`config.mk`:
```
export PLATFORM = sky130hd
export DESIGN_NAME = arbitro_barrera
export DESIGN_NICKNAME = d
export VERILOG_FILES = /design/src/rtl/arbitro_barrera.sv
export SDC_FILE = /design/constraint.sdc
export NUM_CORES = 1
export LEC_CHECK = 0
export CAP_MARGIN = 20
export CORE_ASPECT_RATIO = 0.8
export CORE_UTILIZATION = 40
export CTS_BUF_LIST = sky130_fd_sc_hd__clkbuf_2 sky130_fd_sc_hd__clkbuf_4 sky130_fd_sc_hd__clkbuf_8
export DETAILED_ROUTE_END_ITERATION = 6
export PLACE_DENSITY = 0.65
export SLEW_MARGIN = 0
export SYNTH_ARGS = -nofsm -noshare
export SYNTH_HDL_FRONTEND = slang
export SYNTH_SLANG_ARGS = --single-unit
```
`constraint.sdc`:
```
create_clock -name clk -period 3.1 [get_ports clk]
set_input_delay 0.62 -clock clk [delete_from_list [all_inputs] [get_ports clk]]
set_output_delay 0.62 -clock clk [all_outputs]
set_load 0.005 [all_outputs]
```
`src/rtl/arbitro_barrera.sv`:
```
// arbitro_barrera
// ---------------
// Single-lane barrier arbiter for the parking lot. One barrier serves both directions:
// entry and exit requests compete for the lane, the winner gets a one-cycle grant pulse,
// and the barrier motor is sequenced open -> pass -> close. The pass is detected by
// watching the occupancy count from the occupancy FSM move away from the value latched
// at grant time.
//
// Build option:
//   ARBITRO_ROUND_ROBIN_EN  defined   : simultaneous entry/exit conflicts alternate
//                                       (side not served last wins, exit first after reset)
//                           undefined : exit always wins conflicts (lot drains first)
//
// Parameters:
//   CAPACITY        maximum occupancy; entry refused when cantidad >= CAPACITY
//   MOVE_CYCLES     cycles the motor is driven to open or close the barrier
//   TIMEOUT_CYCLES  cycles the barrier may stay open without a count change
//
// Ports:
//   clk              system clock, rising edge
//   reset            asynchronous active-low reset
//   req_in           entry request (level, held until granted)
//   req_out          exit request (level, held until granted)
//   cantidad[2:0]    current occupancy
//   grant_in         one-cycle pulse, lane granted to entry
//   grant_out        one-cycle pulse, lane granted to exit
//   motor_abrir      drive barrier open
//   motor_cerrar     drive barrier closed
//   barrera_abierta  barrier fully open
//   sentido          direction of current/last grant (0 entry, 1 exit)
//   lleno            registered cantidad >= CAPACITY
//   timeout          one-cycle pulse when the open phase ends by timeout
//   err_sentido      one-cycle pulse when the count moved against the granted direction
//
// All outputs are registered.

module arbitro_barrera #(
  parameter int unsigned CAPACITY       = 7,
  parameter int unsigned MOVE_CYCLES    = 4,
  parameter int unsigned TIMEOUT_CYCLES = 50
) (
  input  logic       clk,
  input  logic       reset,
  input  logic       req_in,
  input  logic       req_out,
  input  logic [2:0] cantidad,
  output logic       grant_in,
  output logic       grant_out,
  output logic       motor_abrir,
  output logic       motor_cerrar,
  output logic       barrera_abierta,
  output logic       sentido,
  output logic       lleno,
  output logic       timeout,
  output logic       err_sentido
);

  localparam int unsigned MaxCycles = (MOVE_CYCLES > TIMEOUT_CYCLES) ? MOVE_CYCLES
                                                                      : TIMEOUT_CYCLES;
  localparam int unsigned TimerW    = $clog2(MaxCycles) + 1;

  localparam logic [TimerW-1:0] MoveLast    = TimerW'(MOVE_CYCLES - 1);
  localparam logic [TimerW-1:0] TimeoutLast = TimerW'(TIMEOUT_CYCLES - 1);
  localparam logic [TimerW-1:0] TimerOne    = TimerW'(1);

  typedef enum logic [1:0] {
    StIdle,
    StOpening,
    StOpen,
    StClosing
  } state_e;

  state_e            state_q;
  logic [TimerW-1:0] timer_q;
  logic [2:0]        cnt_ref_q;

  logic              full_now;
  logic              elig_in;
  logic              elig_out;
  logic              pick_in;
  logic              pick_out;
  logic              count_moved;
  logic              count_matched;
  logic [TimerW-1:0] timer_inc;

  assign full_now = ({29'd0, cantidad} >= 32'(CAPACITY));

  // Entry looks at the registered full flag, so it lags cantidad by one cycle.
  assign elig_in  = req_in && !lleno;
  assign elig_out = req_out && (cantidad != 3'd0);

`ifdef ARBITRO_ROUND_ROBIN_EN
  // 1: exit wins the next conflict. Flips to the other side on every grant.
  logic rr_exit_q;

  always_ff @(posedge clk or negedge reset) begin
    if (!reset) begin
      rr_exit_q <= 1'b1;
    end else if ((state_q == StIdle) && (pick_in || pick_out)) begin
      rr_exit_q <= pick_in;
    end
  end

  assign pick_out = elig_out && (!elig_in || rr_exit_q);
`else
  assign pick_out = elig_out;
`endif

  assign pick_in = elig_in && !pick_out;

  // A pass is +1 for entry or -1 for exit. Wrap-around (7->0 or 0->7) is a change but
  // never a matched pass, hence the explicit end-of-range exclusions.
  assign count_moved   = (cantidad != cnt_ref_q);
  assign count_matched = sentido ? ((cnt_ref_q != 3'd0) && (cantidad == cnt_ref_q - 3'd1))
                                 : ((cnt_ref_q != 3'd7) && (cantidad == cnt_ref_q + 3'd1));

  // Saturating increment, the timer never wraps.
  assign timer_inc = (timer_q == '1) ? timer_q : timer_q + TimerOne;

  always_ff @(posedge clk or negedge reset) begin
    if (!reset) begin
      state_q         <= StIdle;
      timer_q         <= '0;
      cnt_ref_q       <= 3'd0;
      grant_in        <= 1'b0;
      grant_out       <= 1'b0;
      motor_abrir     <= 1'b0;
      motor_cerrar    <= 1'b0;
      barrera_abierta <= 1'b0;
      sentido         <= 1'b0;
      lleno           <= 1'b0;
      timeout         <= 1'b0;
      err_sentido     <= 1'b0;
    end else begin
      lleno       <= full_now;
      grant_in    <= 1'b0;
      grant_out   <= 1'b0;
      timeout     <= 1'b0;
      err_sentido <= 1'b0;

      unique case (state_q)
        StIdle: begin
          if (pick_in || pick_out) begin
            grant_in    <= pick_in;
            grant_out   <= pick_out;
            sentido     <= pick_out;
            cnt_ref_q   <= cantidad;
            timer_q     <= '0;
            motor_abrir <= 1'b1;
            state_q     <= StOpening;
          end
        end

        StOpening: begin
          if (timer_q == MoveLast) begin
            motor_abrir     <= 1'b0;
            barrera_abierta <= 1'b1;
            timer_q         <= '0;
            state_q         <= StOpen;
          end else begin
            timer_q <= timer_inc;
          end
        end

        StOpen: begin
          // A count change takes priority over a timeout landing on the same cycle.
          if (count_moved || (timer_q == TimeoutLast)) begin
            err_sentido     <= count_moved && !count_matched;
            timeout         <= !count_moved;
            barrera_abierta <= 1'b0;
            motor_cerrar    <= 1'b1;
            timer_q         <= '0;
            state_q         <= StClosing;
          end else begin
            timer_q <= timer_inc;
          end
        end

        StClosing: begin
          if (timer_q == MoveLast) begin
            motor_cerrar <= 1'b0;
            timer_q      <= '0;
            state_q      <= StIdle;
          end else begin
            timer_q <= timer_inc;
          end
        end

        default: begin
          motor_abrir     <= 1'b0;
          motor_cerrar    <= 1'b0;
          barrera_abierta <= 1'b0;
          timer_q         <= '0;
          state_q         <= StIdle;
        end
      endcase
    end
  end

endmodule

```
Word level (Yosys, flattened, before mapping). Cells that the tools add are included.

Register bits after elaboration: 21. Input port bits: 7. Output and inout bits: 9. Word-level logic and storage cells: 81.

Add/subtract/negate cells: 3. Order comparisons: 1. Eq/ne operators: 14. Muxes and demuxes: 27. Reduce and logical (&&, ||, !) cells: 24.

Operators with widths (count): $mux W7 (4); $pmux W7 S3 (1); $mux W1 (14); $reduce_and A3 Y1 (3); $mux W2 (4); $ne A2 B2 Y1 const B (4); $pmux W2 S4 (1); $add A7 B1 Y7 const B (1); $eq A7 B2 Y1 const B (1); $eq A7 B6 Y1 const B (1); $eq A7 B7 Y1 const B (1); $eq A3 B3 Y1 (2); $logic_and A1 B1 Y1 (6); $pmux W1 S2 (3); $reduce_bool A2 Y1 (3); $reduce_bool A3 Y1 (2); $eq A2 B2 Y1 const B (2); $logic_not A1 Y1 (4); $reduce_and A4 Y1 (1); $add A3 B1 Y3 const B (1); $ge A3 B3 Y1 const B (1); $ne A3 B3 Y1 (1); $ne A3 B3 Y1 const B (1); $sub A3 B1 Y3 const B (1); other kinds (5) (6).

Depth between registers and ports, before layout. Gate-level depths: netlist of run 1.

Word-level depth: 8. Mapped depth: 7.

Least setup slack after synthesis of run 1. No wires, ideal clock.

Path kind: input port to flip-flop. Start point: input cantidad[2]. End point: register motor_abrir. Library setup time: 0.125 ns. Arrival time: 1.693 ns. Required time: 2.975 ns. Path slack: 1.281 ns. Cell stages on the path: 6. Buffers on the path: 2. Cell sequence: buf_6 -> o31a_4 -> or3_1 -> buf_6 -> a21oi_2 -> o21ai_1.

Word-level cells in the longest chain between the ends: 7.

Ends and longest elaborated chain: start: declaration (RTL line 46) `input logic [2:0] cantidad,`; $reduce_bool A3 Y1 (*) (RTL line 90) `assign elig_out = req_out && (cantidad != 3'd0);`; $logic_and A1 B1 Y1 (*) (RTL line 90); $logic_not A1 Y1 (RTL line 109) `assign pick_in = elig_in && !pick_out;`; $logic_and A1 B1 Y1 (RTL line 109); $logic_or A1 B1 Y1 (*) (RTL line 143) `if (pick_in || pick_out) begin`; $ne A2 B2 Y1 (no source line) (*); $reduce_and A3 Y1 (no source line) (*); end signal: assignment (RTL line 127) `motor_abrir <= 1'b0;`; end signal: assignment (RTL line 149) `motor_abrir <= 1'b1;`; end signal: assignment (RTL line 156) `motor_abrir <= 1'b0;`; end: declaration (RTL line 49) `output logic motor_abrir,`.

Mark *: on every way between the ends. The rest lies on a longest branch, timed or not. A chain may end at the register's enable or synchronous reset.

Worst setup path after layout of run 1.
Start point: input cantidad[0]. End point: register state_q[1].

Word-level cells in the longest chain between the ends: 7.

Ends and longest elaborated chain: $reduce_bool A3 Y1 (RTL line 90); $logic_and A1 B1 Y1 (RTL line 90); $logic_not A1 Y1 (RTL line 109); $logic_and A1 B1 Y1 (RTL line 109); $logic_or A1 B1 Y1 (RTL line 143); $ne A2 B2 Y1 (no source line); $reduce_and A4 Y1 (no source line) (*); end signal: assignment (RTL line 122) `state_q <= StIdle;`; end signal: assignment (RTL line 150) `state_q <= StOpening;`; end signal: assignment (RTL line 159) `state_q <= StOpen;`; end: declaration (RTL line 73) `state_e state_q;`.

Marks and branches as above.

==> results of run 1 <==
## layer usage
layer / share of wire / wire length (um) / GRT usage
met5: 0 / 0 / 0
met4: 0.0068 / 20 / 0.0426
met3: 0.050 / 149 / 0.0458
met2: 0.43 / 1280 / 0.297
met1: 0.51 / 1520 / 0.295
## stage by stage
stage	instances	utilization	worst slack [ns]	total power [uW]
6_report	185	0.510	0.859	1310
5_1_grt	185	0.510	0.796	1420
4_1_cts	184	0.501	0.866	1310
3_5_place_dp	180	0.486	0.598	1120
3_3_place_gp	180	0.486	0.600	1100
2_1_floorplan	128	-	1.28	916
## worst min-delay path by stage
stage	from	slack [ns]	end	cells after the start
after floorplan	reset	0.32	barrera_abierta$_DFFE_PN0P_	0
after global placement	barrera_abierta$_DFFE_PN0P_	0.52	barrera_abierta$_DFFE_PN0P_	1
after detailed placement	barrera_abierta$_DFFE_PN0P_	0.51	barrera_abierta$_DFFE_PN0P_	1
after CTS	barrera_abierta$_DFFE_PN0P_	0.54	barrera_abierta$_DFFE_PN0P_	1
after global routing	barrera_abierta$_DFFE_PN0P_	0.56	barrera_abierta$_DFFE_PN0P_	1
final	barrera_abierta$_DFFE_PN0P_	0.54	barrera_abierta$_DFFE_PN0P_	1
## critical path: stages
cell	delay, ns
clkdlybuf4s50_1	0.57
xor2_1	0.37
nor4_4	0.14
a211oi_4	0.36
mux2_4	0.33
## Yosys cell counts, types with 3 or more instances
library cell  number  area share
dfrtp_1           21        0.38
nor2_1             8       0.022
xor2_1             6       0.038
inv_1              9       0.025
nand2_1            7       0.019
o21ai_0            4       0.015
ha_1              11        0.10
nor2b_1            4       0.018
nor3_1             3       0.011
mux2_2             4       0.033
a21oi_1            6       0.022
nand3_1            5       0.018
## final cells by class
class | instances | area [um2] | share of cell area
flip-flops and latches | 21 | 526 | 0.325
clock buffers | 4 | 48.8 | 0.0301
inverters | 9 | 33.8 | 0.0209
multi-input cells | 95 | 783 | 0.484
well taps | 40 | 50.0 | 0.0309
repair buffers | 16 | 178 | 0.110
## power by group through the flow
stage	sequential (uW)	combinational [uW]	clock, uW
4_1_cts	430	688	195
3_3_place_gp	429	673	0
6_report	429	690	190
3_5_place_dp	435	682	0
2_1_floorplan	418	497	0
5_1_grt	447	763	209
## state kept, by name (all words and copies together), names as in the netlist
name / count
barrera_abierta: 1
cnt_ref_q: 3
err_sentido: 1
grant_in: 1
grant_out: 1
lleno: 1
motor_abrir: 1
motor_cerrar: 1
sentido: 1
state_q: 2
timeout: 1
timer_q: 7
## kinds of logic after synthesis
family,after synthesis,share of synthesized area
flops,21,0.384
compound gates,30,0.176
buf+inv,12,0.0439
simple gates,40,0.193
fa+ha+maj,11,0.101
xor+xnor,7,0.0448
mux,7,0.0585
## cells in the final DEF (no fill, tap or decap), drive strengths merged, types with 2 or more instances in the layout
| cell type | instances |
|---|---|
| dfrtp | 21 |
| a21oi | 8 |
| nor2 | 8 |
| nand3 | 5 |
| xor2 | 6 |
| mux2 | 5 |
| nor2b | 4 |
| a21o | 2 |
| clkdlybuf4s50 | 15 |
| a211oi | 4 |
| nor3 | 5 |
| nand2 | 7 |
| o21ai | 6 |
| ha | 11 |
| mux2i | 2 |
| nand4 | 2 |
| inv | 9 |
| and3 | 2 |
| clkbuf | 4 |
==> run_results.csv, run 1 <==
group,metric,value,unit
floorplanning,die_x,67.4,um
sta,grt_setup_unrepaired,"false",
floorplanning,rows,18,
place,detailed_place.area,1540,um2
pwr,p_clk_frac,0.145,
global_route,grt_pass1_wl,5120,um
finish,fin_nets,164,
place,detailed_place_hpwl,2260,um
setup_path,cp_max_fo,5,
sta,relSlewSlack,0.604,
cts,cts_made_buffers,3,
synthesis,synthCells,128,
sta,tightest_slew,0.593,ns
finish,final_cell_area,1620,um2
drt,drc,0,
synthesis,avgSynthCellArea,10.7,um2
synthesis,synth_seq_cells,21,
setup_path,rr_worst_depth,6,
setup_path,cp.required,3.25,ns
setup_path,cp-endpoint,"state_q[1]$_DFFE_PN0P_",
sta,slew_viol_final,0,
sta,finClkSkew,0.00300,ns
cts,cts_num_sinks,21,
finish,diodes,0,
cts,clockBufferDepth,2,
synthesis,syn_nets,146,
setup_path,cp-end-kind,"flop",
floorplanning,io_pins,16,
sta,fmax,0.446,GHz
pwr,switchingPower,535,uW
cts,clk_latency,0.26,ns
pwr,p_comb_frac,0.527,
global_route,grt_max_degree,22,
floorplanning,die-height,54.3,um
drt,dr.pass1.iters,4,
cts,post-cts-setup-buffer-count,0,
finish,area_growth_syn_to_layout,18.3,%
drt,drt_iter0_drc,52,
finish,drive_gt1_frac,0.152,
synthesis,synth_ff_type,"dfrtp_1",
pwr,p_per_area,808,nW/um2
global_route,antenna_found_initial,0,
synthesis,ys_types,44,
global_route,grt_pass1_vias,1006,
cts,ctsHtreeMaxLevel,1,
synthesis,synth-async-reset-ratio,1.00,
drt,ant_nets,0,
drt,post_drt_via_cell_ratio,5.61,
floorplanning,core,3180,um2
synthesis,seq_area_frac_synth,0.384,
pwr,p_int,774,uW
cts,path_clk_slew,0.07,ns
setup_path,cp.arrival,2.39,ns
pwr,p_sw_frac,0.409,
cts,cts_root_buffer,"clkbuf_8",
global_route,grt.total_usage,0.200,
synthesis,synth_edf_count,0,
job,maxCapViolations,0,
pwr,leakage,0.000702,uW
setup_path,crit_path_start,"cantidad[0]",
global_route,globalRouteOverflowTotal,0,
outcome,status,"finished, final reports clean",
drt,totalWireLength,2960,um
setup_path,path_class,"in2reg",
synthesis,synthesis.area,1370,um2
drt,vias,1037,
finish,fillers,293,
hold_path,hp-class,"reg2reg",
setup_path,worst_setup_path_start_kind,"primary input",
drt,wire_per_inst,16.0,um
cts,cts_resized,0,
sta,fin_crit_sh,0.723,
pwr,ir_worst_vdd,0.564,mV
pwr,power_frac_seq,0.328,
cts,cts_tree,"done",
setup_path,timing.rr.end,"state_q[1]$_DFFE_PN0P_",
synthesis,yosys_warnings,0,
sta,finalHoldViolCount,0,
sta,fin_setup_tns,0,ns
sta,period_minus_slack,2.24,ns
cts,cts_hold_buf,0,
floorplanning,start_util,0.431,
setup_path,regToRegSetupSlack,0.98,ns
floorplanning,die-area,3660,um2
sta,whs,0.540,ns
setup_path,rr_startpoint,"state_q[0]$_DFFE_PN0P_",
place,gp_congestion,0.901,
sta,setup_viol,0,
place,place.port_buffers,15,
(Power assumes the default switching activity.)
==> inputs of run 2 (changes only) <==
- PLACE_DENSITY: 0.65 -> 0.68
- clock period: 3.1 -> 2 ns (I/O delays scaled with it)
==> run 2 against run 1 <==
Sequential power is 55% higher; hold slack worse by 0.054 ns; final area up 6.0%; clock power rose by 47%; non-clock buffer count increased by 13.
==> run_results.csv, run 2 (synthesis gave the netlist of run 1 again) <==
group,metric,value,unit
outcome,status,"finished, final reports clean",
floorplanning,die-height,54.3,um
setup_path,cp.depth,6,
setup_path,rr_worst_depth,6,
cts,cts_num_sinks,21,
drt,drc,0,
global_route,top_usage_layer,"met2",
sta,relSlewSlack,0.689,
finish,layout_common_cells,"dfrtp_1, clkdlybuf4s50_1, buf_4",
pwr,leakage,0.000771,uW
global_route,grt_use_met2,0.318,
finish,drive_gt1_frac,0.241,
floorplanning,io_pins,16,
cts,path_clk_slew,0.08,ns
sta,fmax,0.512,GHz
drt,totalWireLength,3090,um
setup_path,cpLargestDelayFamily,"adder cells",
finish,final_cell_area,1720,um2
setup_path,max_stage_delay,0.45,ns
setup_path,cpMostUsedCell,"ha_1",
floorplanning,start_util,0.431,
global_route,met1_usage,0.261,
setup_path,worst_setup_path_start_kind,"flop",
place,place.port_buffers,15,
sta,tightest_slew,0.467,ns
cts,cts_tree,"done",
floorplanning,rows,18,
sta,grt_setup_unrepaired,"true",
cts,clk_latency,0.26,ns
cts,ctsHtreeMaxLevel,1,
sta,period_minus_slack,1.95,ns
floorplanning,die-area,3660,um2
global_route,grt_pass1_vias,1053,
global_route,grt_max_degree,22,
setup_path,cp_max_fo,4,
setup_path,regToRegSetupSlack,0.05,ns
setup_path,cp.required,2.13,ns
global_route,grt_pass1_wl,5060,um
drt,post_drt_via_cell_ratio,5.54,
sta,finalHoldViolCount,0,
floorplanning,die_x,67.4,um
place,gp_congestion,0.861,
global_route,grt.total_usage,0.195,
finish,regMostFlops,"timer_q",
global_route,globalRouteOverflowTotal,0,
drt,dr.pass1.iters,4,
finish,reg_top3,"timer_q: 7 flops, cnt_ref_q: 3 flops, state_q: 2 flops",
place,detailed_place_hpwl,2410,um
setup_path,cp-end-kind,"flop",
finish,diodes,0,
setup_path,cp.buffers_inverters,0,
cts,cts_made_buffers,3,
drt,drt_iter0_drc,65,
setup_path,path_class,"reg2reg",
sta,setup_viol,0,
drt,ant_nets,0,
hold_path,hp-class,"in2async",
setup_path,timing.rr.end,"err_sentido$_DFF_PN0_",
cts,clockBufferDepth,2,
global_route,antenna_found_initial,0,
global_route,met3_usage,0.0375,
cts,cts_root_buffer,"clkbuf_8",
setup_path,rr_startpoint,"cnt_ref_q[1]$_DFFE_PN0P_",
pwr,p_per_area,1260,nW/um2
setup_path,cp_slowest_cell,"or4_1",
finish,fin_nets,177,
sta,fin_crit_sh,0.976,
pwr,ir_worst_vdd,0.751,mV
setup_path,crit_chain,"ha_1 > ha_1 > xor2_1 > or4_1 > o21ai_1 > a211oi_2",
sta,finClkSkew,0.00155,ns
drt,vias,1097,
place,detailed_place.area,1640,um2
floorplanning,core,3180,um2
setup_path,cp.arrival,2.08,ns
cts,cts_hold_buf,0,
finish,final_common_cell,"dfrtp_1",
finish,final_util,0.540,
job,maxCapViolations,0,
drt,wire_per_inst,15.6,um
sta,slew_viol_final,0,
finish,area_growth_syn_to_layout,25.3,%
finish,largest_reg_flops,7,
## run 2: cell count changes in the layout (fill, tap and decap cells not counted), sizes merged
cell / before / now
clkdlybuf4s50: 15 / 14
dlymetal6s2s: 0 / 1
buf: 1 / 14
clkinv: 0 / 1
clkbuf: 4 / 3
## run 2: worst max path at each step
stage	start	to
final	cnt_ref_q[1]$_DFFE_PN0P_	err_sentido$_DFF_PN0_
after global routing	cnt_ref_q[1]$_DFFE_PN0P_	err_sentido$_DFF_PN0_
after CTS	cnt_ref_q[1]$_DFFE_PN0P_	err_sentido$_DFF_PN0_
after detailed placement	cantidad[0]	timer_q[4]$_DFFE_PN0P_
after global placement	cantidad[0]	timer_q[2]$_DFFE_PN0P_
after floorplan	cnt_ref_q[0]$_DFFE_PN0P_	err_sentido$_DFF_PN0_
## run 2: metal layers
metal | wire [um] | vias up
met1 | 1500 | 535
met5 | 0 | -
met2 | 1410 | 34
met3 | 149 | 5
li1 | - | 523
met4 | 28 | 0
## run 2: stage by stage
step | setup WS [ns] | instances | hold WS [ns] | power (uW) | TNS [ns]
6_report | 0.0487 | 198 | 0.487 | 2160 | 0
4_1_cts | 0.000485 | 197 | 0.496 | 2120 | 0
5_1_grt | -0.0137 | 198 | 0.520 | 2310 | -0.0137
3_3_place_gp | -0.135 | 193 | 0.512 | 1770 | -1.31
3_5_place_dp | -0.189 | 193 | 0.522 | 1830 | -2.21
2_1_floorplan | 0.244 | 128 | 0.104 | 1420 | 0
## run 2: timing repair
| action | in CTS | in global routing |
|---|---|---|
| setup endpoints to repair | 0 | 5 |
| resized for setup | 0 | 6 |
| buffers inserted | 0 | 1 |
## run 2: area by class of cell
cell class	instances	area (um2)
Multi-Input combinational cell	95	802
Tap cell	40	50.0
Clock inverter	1	5.00
Fill cell	284	1460
Clock buffer	3	41.3
Inverter	9	33.8
Timing Repair Buffer	29	258
Sequential cell	21	526
## run 2: worst register-to-register path: stages (launching register included)
cell      delay, ns
dfrtp_1        0.43
ha_1           0.21
ha_1           0.29
xor2_1         0.16
or4_1          0.45
o21ai_1        0.15
a211oi_2       0.12
## run 2: report_power, final
group,switching (uW),internal (uW)
sequential,119,544
combinational,626,586
clock,141,139
total,886,1270
==> inputs of run 3 (changes only) <==
- SLEW_MARGIN: 0 -> 20
==> results of run 3 <==
Final layout, timing and power as in run 2 (identical DEF).
